$ cat config.mk
export PLATFORM = sky130hd
export DESIGN_NAME = uart_tx_arbiter
export DESIGN_NICKNAME = d
export VERILOG_FILES = /design/src/rtl/uart_tx_arbiter.sv
export SDC_FILE = /design/constraint.sdc
export NUM_CORES = 1
export LEC_CHECK = 0
export ABC_AREA = 1
export CORE_UTILIZATION = 45
export DETAILED_ROUTE_END_ITERATION = 10
export PLACE_DENSITY = 0.81
export SLEW_MARGIN = 20
export SYNTH_ARGS = -nofsm -noshare
export SYNTH_HDL_FRONTEND = slang
export SYNTH_SLANG_ARGS = --single-unit
$ cat constraint.sdc
create_clock -name clk_i -period 2.4 [get_ports clk_i]
set_input_delay 0.6 -clock clk_i [delete_from_list [all_inputs] [get_ports clk_i]]
set_output_delay 0.6 -clock clk_i [all_outputs]
set_load 0.005 [all_outputs]
$ cat src/rtl/uart_tx_arbiter.sv
`timescale 1ns / 1ps
`default_nettype none
// ============================================================================
// Module   : uart_tx_arbiter
// Purpose  : Round-robin controller sharing one UART_TX transmitter between
//            NUM_REQ byte sources. A granted requester keeps the transmitter
//            until it sends a byte flagged "last" or until it idles in FETCH
//            for LOCK_TIMEOUT cycles.
// Ports    : clk_i, rst_i                 - clock, sync active-high reset
//            req_valid_i/req_byte_i/
//            req_last_i/req_ready_o       - per-requester byte handshake
//            tx_dv_o, tx_byte_o           - start pulse and byte to UART_TX
//            tx_active_i, tx_done_i       - UART_TX status flags
//            grant_o                      - one-hot current owner
//            busy_o                       - controller not idle
//            timeout_o                    - pulse when a grant is revoked
// Revision : 1.0 - initial release
// ============================================================================
module uart_tx_arbiter #(
  parameter int NUM_REQ      = 4,
  parameter int LOCK_TIMEOUT = 1000
) (
  input  logic                   clk_i,
  input  logic                   rst_i,
  input  logic [NUM_REQ-1:0]     req_valid_i,
  input  logic [8*NUM_REQ-1:0]   req_byte_i,
  input  logic [NUM_REQ-1:0]     req_last_i,
  output logic [NUM_REQ-1:0]     req_ready_o,
  output logic                   tx_dv_o,
  output logic [7:0]             tx_byte_o,
  input  logic                   tx_active_i,
  input  logic                   tx_done_i,
  output logic [NUM_REQ-1:0]     grant_o,
  output logic                   busy_o,
  output logic                   timeout_o
);

  localparam int c_idx_w = (NUM_REQ > 1) ? $clog2(NUM_REQ) : 1;

  localparam logic [2:0] c_st_idle       = 3'd0;
  localparam logic [2:0] c_st_fetch      = 3'd1;
  localparam logic [2:0] c_st_wait_start = 3'd2;
  localparam logic [2:0] c_st_wait_done  = 3'd3;
  localparam logic [2:0] c_st_wait_idle  = 3'd4;

  localparam logic [c_idx_w:0]   c_num_req_w = (c_idx_w + 1)'(NUM_REQ);
  localparam logic [c_idx_w-1:0] c_last_idx  = c_idx_w'(NUM_REQ - 1);
  localparam logic [NUM_REQ-1:0] c_oh_lsb    = {{(NUM_REQ-1){1'b0}}, 1'b1};
  localparam logic               c_to_en     = (LOCK_TIMEOUT != 0);
  localparam logic [15:0]        c_to_last   = (LOCK_TIMEOUT != 0) ? 16'(LOCK_TIMEOUT - 1) : 16'd0;

  logic [2:0]         r_state;
  logic [2:0]         w_state_nxt;
  logic [NUM_REQ-1:0] r_grant;
  logic [c_idx_w-1:0] r_gidx;
  logic [c_idx_w-1:0] r_rr_ptr;
  logic               r_last;
  logic [15:0]        r_lock_cnt;
  logic               r_tx_dv;
  logic [7:0]         r_tx_byte;
  logic               r_timeout;

  logic               w_any;
  logic [c_idx_w-1:0] w_pick;
  logic               w_sel_valid;
  logic               w_sel_last;
  logic [7:0]         w_sel_byte;
  logic               w_xfer;
  logic               w_to_hit;
  logic [c_idx_w-1:0] w_gidx_inc;

  // Rotating priority: first valid requester at or above rr_ptr, wrapping.
  always_comb begin
    logic [c_idx_w:0]   v_sum;
    logic [c_idx_w-1:0] v_idx;
    w_any  = 1'b0;
    w_pick = '0;
    v_sum  = '0;
    v_idx  = '0;
    for (int i = 0; i < NUM_REQ; i++) begin
      v_sum = {1'b0, r_rr_ptr} + (c_idx_w + 1)'(i);
      if (v_sum >= c_num_req_w) begin
        v_sum = v_sum - c_num_req_w;
      end
      v_idx = v_sum[c_idx_w-1:0];
      if (!w_any && req_valid_i[v_idx]) begin
        w_any  = 1'b1;
        w_pick = v_idx;
      end
    end
  end

  // Handshake signals of the current owner only.
  always_comb begin
    w_sel_valid = 1'b0;
    w_sel_last  = 1'b0;
    w_sel_byte  = 8'h00;
    for (int i = 0; i < NUM_REQ; i++) begin
      if (r_gidx == c_idx_w'(i)) begin
        w_sel_valid = req_valid_i[i];
        w_sel_last  = req_last_i[i];
        w_sel_byte  = req_byte_i[8*i +: 8];
      end
    end
  end

  assign w_xfer     = (r_state == c_st_fetch) && w_sel_valid;
  // Counter sits at N-1 on the Nth idle FETCH cycle, so release lands there.
  assign w_to_hit   = c_to_en && (r_lock_cnt == c_to_last);
  assign w_gidx_inc = (r_gidx == c_last_idx) ? '0 : r_gidx + c_idx_w'(1);

  // State register
  always_ff @(posedge clk_i) begin
    if (rst_i) begin
      r_state <= c_st_idle;
    end else begin
      r_state <= w_state_nxt;
    end
  end

  // Next-state logic
  always_comb begin
    w_state_nxt = r_state;
    case (r_state)
      c_st_idle:       if (w_any) w_state_nxt = c_st_fetch;
      // A transfer on the timeout cycle takes priority over the release.
      c_st_fetch:      if (w_xfer) w_state_nxt = c_st_wait_start;
                       else if (w_to_hit) w_state_nxt = c_st_idle;
      c_st_wait_start: if (tx_active_i) w_state_nxt = c_st_wait_done;
      c_st_wait_done:  if (tx_done_i) w_state_nxt = c_st_wait_idle;
      // Waiting for done to drop keeps a long done pulse from re-triggering.
      c_st_wait_idle:  if (!tx_done_i) w_state_nxt = r_last ? c_st_idle : c_st_fetch;
      default:         w_state_nxt = c_st_idle;
    endcase
  end

  // Output logic
  always_comb begin
    req_ready_o = '0;
    busy_o      = (r_state != c_st_idle);
    if (r_state == c_st_fetch) begin
      req_ready_o = r_grant;
    end
  end

  // Grant, pointer and transmitter datapath registers
  always_ff @(posedge clk_i) begin
    if (rst_i) begin
      r_grant    <= '0;
      r_gidx     <= '0;
      r_rr_ptr   <= '0;
      r_last     <= 1'b0;
      r_lock_cnt <= 16'd0;
      r_tx_dv    <= 1'b0;
      r_tx_byte  <= 8'h00;
      r_timeout  <= 1'b0;
    end else begin
      r_tx_dv   <= 1'b0;
      r_timeout <= 1'b0;
      case (r_state)
        c_st_idle: begin
          if (w_any) begin
            r_grant    <= c_oh_lsb << w_pick;
            r_gidx     <= w_pick;
            r_lock_cnt <= 16'd0;
          end
        end
        c_st_fetch: begin
          if (w_xfer) begin
            r_tx_byte  <= w_sel_byte;
            r_tx_dv    <= 1'b1;
            r_last     <= w_sel_last;
            r_lock_cnt <= 16'd0;
          end else if (w_to_hit) begin
            r_grant    <= '0;
            r_rr_ptr   <= w_gidx_inc;
            r_timeout  <= 1'b1;
            r_lock_cnt <= 16'd0;
          end else begin
            r_lock_cnt <= r_lock_cnt + 16'd1;
          end
        end
        c_st_wait_idle: begin
          if (!tx_done_i && r_last) begin
            r_grant  <= '0;
            r_rr_ptr <= w_gidx_inc;
          end
        end
        default: ;
      endcase
    end
  end

  assign grant_o   = r_grant;
  assign tx_dv_o   = r_tx_dv;
  assign tx_byte_o = r_tx_byte;
  assign timeout_o = r_timeout;

endmodule
`default_nettype wire

==> qor.yml <==
synthesis:
  yosys-top-cells-count: "99 x nand2_1, 47 x nand3_1, 45 x nor2_1, 41 x a21oi_1, 38 x dfxtp_1"
  syn_inst: 417
  synth.area.top_cells: "dfxtp_1 29%, nand2_1 14%, nand3_1 9.0%"
  synth.most_common_cell: "nand2_1"
  syn_nets: 466
  synth_edf_count: 0
  synth-seq-cells: 38
  syn_avg_cell_area_um2: 6.30
  mappedNetlistArea_um2: 2630
  async_flop_share_pct: 0
  synth_cell_types: 34
  yosysWarnings: 0
  ys.flop_type: "dfxtp_1"
  yosysSeqAreaShare_pct: 29.0
  synth_top_area_share_pct: 29.0
  synth.largest_area_cell: "dfxtp_1"
power:
  leakagePower_nw: 1.41
  peakVddDrop_mv: 0.458
  p_per_area_nw_per_um2: 1030
timing:
  skew_ns: 0.00753
  fin_crit_sh_pct: 92.8
  final_hold_viol_count: 0
  maxSlewHeadroom_pct: 71.5
  fmax_ghz: 0.449
  hold_ws_ns: 0.485
  finalWorstSetupSlack_ns: 0.173
  slew_violations: 0
  grt_setup_unrepaired: "no"
  fin_crit_ns: 2.23
  worstMarginPinSlew_ns: 0.427
  fin_tns_setup_ns: 0
  setup-violations-final: 0
route:
  via_count: 2941
  wl_um: 6720
  vias_per_cell: 5.39
  drc: 0
  routedWlPerCell_um: 12.3
  antenna_left: 0
  first_pass_iters: 5
  drtIter0Drc: 171
place:
  place_congestion: 0.911
  portBuffers: 62
  post_dp_cell_area_um2: 3280
  pre_cts_ws_ns: 0.125
  hpwlAfterDp_um: 4970
  dp.cells: 538
critical_path:
  cp_data_arrival_time_ns: 1.63
  slowest_stage: "clkdlybuf4s50_1"
  cp-end-kind: "output pin"
  path_max_fanout: 5
  worst_path_largest_cell_delay_ns: 0.50
  rr_worst_depth: 11
  cp_top_family: "buffers and inverters"
  crit_chain: "nor2_4 -> nand2_1 -> nor2_1 -> clkdlybuf4s50_1"
  critPathRequiredTime_ns: 1.80
  critPathBufInv: 1
  worstSetupStartpointType: "register"
  path_depth: 4
  crit_type: "reg2out"
die:
  core_um2: 5570
  fp-row-count: 27
  die_y_um: 78.4
  fp.dieW_um: 78.4
  start_util_pct: 47.1
  ios: 63
  dieArea_um2: 6140
clock_tree:
  htree_levels: 2
  clk_latency_ns: 0.30
  clockRootBuffer: "clkbuf_8"
  cts.sinks: 38
  cts_resized: 0
  clockBufferDepth: 2
  post_cts_buffers: 0
  clk_pin_slew_ns: 0.08
  cts_made_buffers: 5
  cts_tree: "done"
  cts_hold_buf: 0
run_status:
  outcome: "complete, no violations"
final_layout:
  fillers: 528
  layout-drive-gt1-share_pct: 8.65
  regArea_um2: 761
  multi_input_area_um2: 1640
  area_growth_syn_to_layout_pct: 29.4
  final_nets: 522
  post-route-cell-area_um2: 3400
  diodes: 0
  final_cell_count_no_fill: 546
global_route:
  globalRouteMet3Util_pct: 6.74
  met1_usage_pct: 27.8
  grt.total_usage_pct: 23.0
  grt_pass1_wl_um: 11600
  busiest_layer: "met2"
  grt_overflow: 0
  antenna_found_initial: 0
  grt_util_met2_pct: 39.5
  first_global_vias: 2750
  grt_start_max_net_pins: 24
min_path:
  min_path_cells: 2
  hold_path_class: "reg2reg"
flow_run:
  cap_violations: 0
==> layout make-up <==
cell class | instances | share of cell area [%]
clock buffer | 5 | 2.03
multi-input combinational | 324 | 48.1
tap | 72 | 2.65
timing repair buffer | 67 | 19.4
inverter | 37 | 4.24
clock inverter | 3 | 1.18
sequential | 38 | 22.4
==> flip-flops by register name, summed over array words and instances, names as in the netlist <==
register / count
grant_o: 4
r_state: 3
r_last: 1
tx_byte_o: 8
tx_dv_o: 1
timeout_o: 1
r_rr_ptr: 2
r_gidx: 2
r_lock_cnt: 16
==> metrics by stage <==
stage | util, % | total power, W
after floorplan | - | 0.00236
after global placement | 58.9 | 0.00291
after detailed placement | 58.9 | 0.00295
after CTS | 60.9 | 0.00350
after global routing | 60.9 | 0.00385
final | 60.9 | 0.00350
==> worst reg2reg max path: stages, from the launching register on <==
cell	delay [ns]
dfxtp_1	0.39
inv_1	0.08
ha_1	0.33
inv_2	0.21
nand3_1	0.09
nand2_1	0.09
nand2_1	0.05
nand2_1	0.10
nand2_2	0.11
buf_4	0.20
a211oi_1	0.23
nor2_1	0.07
==> layer usage <==
metal,routed length [µm],vias to the layer above
li1,-,1497
met1,3050,1307
met2,3090,123
met3,517,14
met4,61,0
met5,0,-
==> final timing paths <==
check                  start  slack, ns             end
setup / recovery  r_state[2]       0.17  req_ready_o[0]
hold / removal    grant_o[1]       0.48      grant_o[1]
setup reg to reg   r_gidx[1]       0.33    tx_byte_o[5]
hold reg to reg   grant_o[1]       0.48      grant_o[1]
==> cells by family after synthesis <==
kind of cell               after synthesis  synth area share [%]
xor gates and xnor gates                 8                  2.67
DFF                                     38                  29.0
buffers and inverters                   55                  8.91
adders and majority gates                5                  2.38
and+or+nand+nor                        230                  40.1
AOI/OAI and AO/OA                       81                  17.0
==> layout by cell type, fill, tap and decap left out, drive strengths merged, types with 3 or more instances in the layout <==
master	netlist	layout
a21oi	44	44
o21ai	25	25
inv	37	37
or2	3	3
a211oi	8	8
buf	10	5
clkbuf	8	5
nor2	50	50
dfxtp	38	38
nand4	13	13
ha	5	5
nand2	109	109
xor2	7	7
clkdlybuf4s50	0	62
nor3	7	7
nand3	47	47
==> power breakdown <==
part / internal (W) / leakage, nW / total [W] / switching, W
clock: 0.000306 / 0.0579 / 0.000535 / 0.000229
combinational: 0.000793 / 1.05 / 0.00206 / 0.00127
sequential: 0.000775 / 0.309 / 0.000907 / 0.000132
No activity file was read; power rests on OpenSTA's default activity.
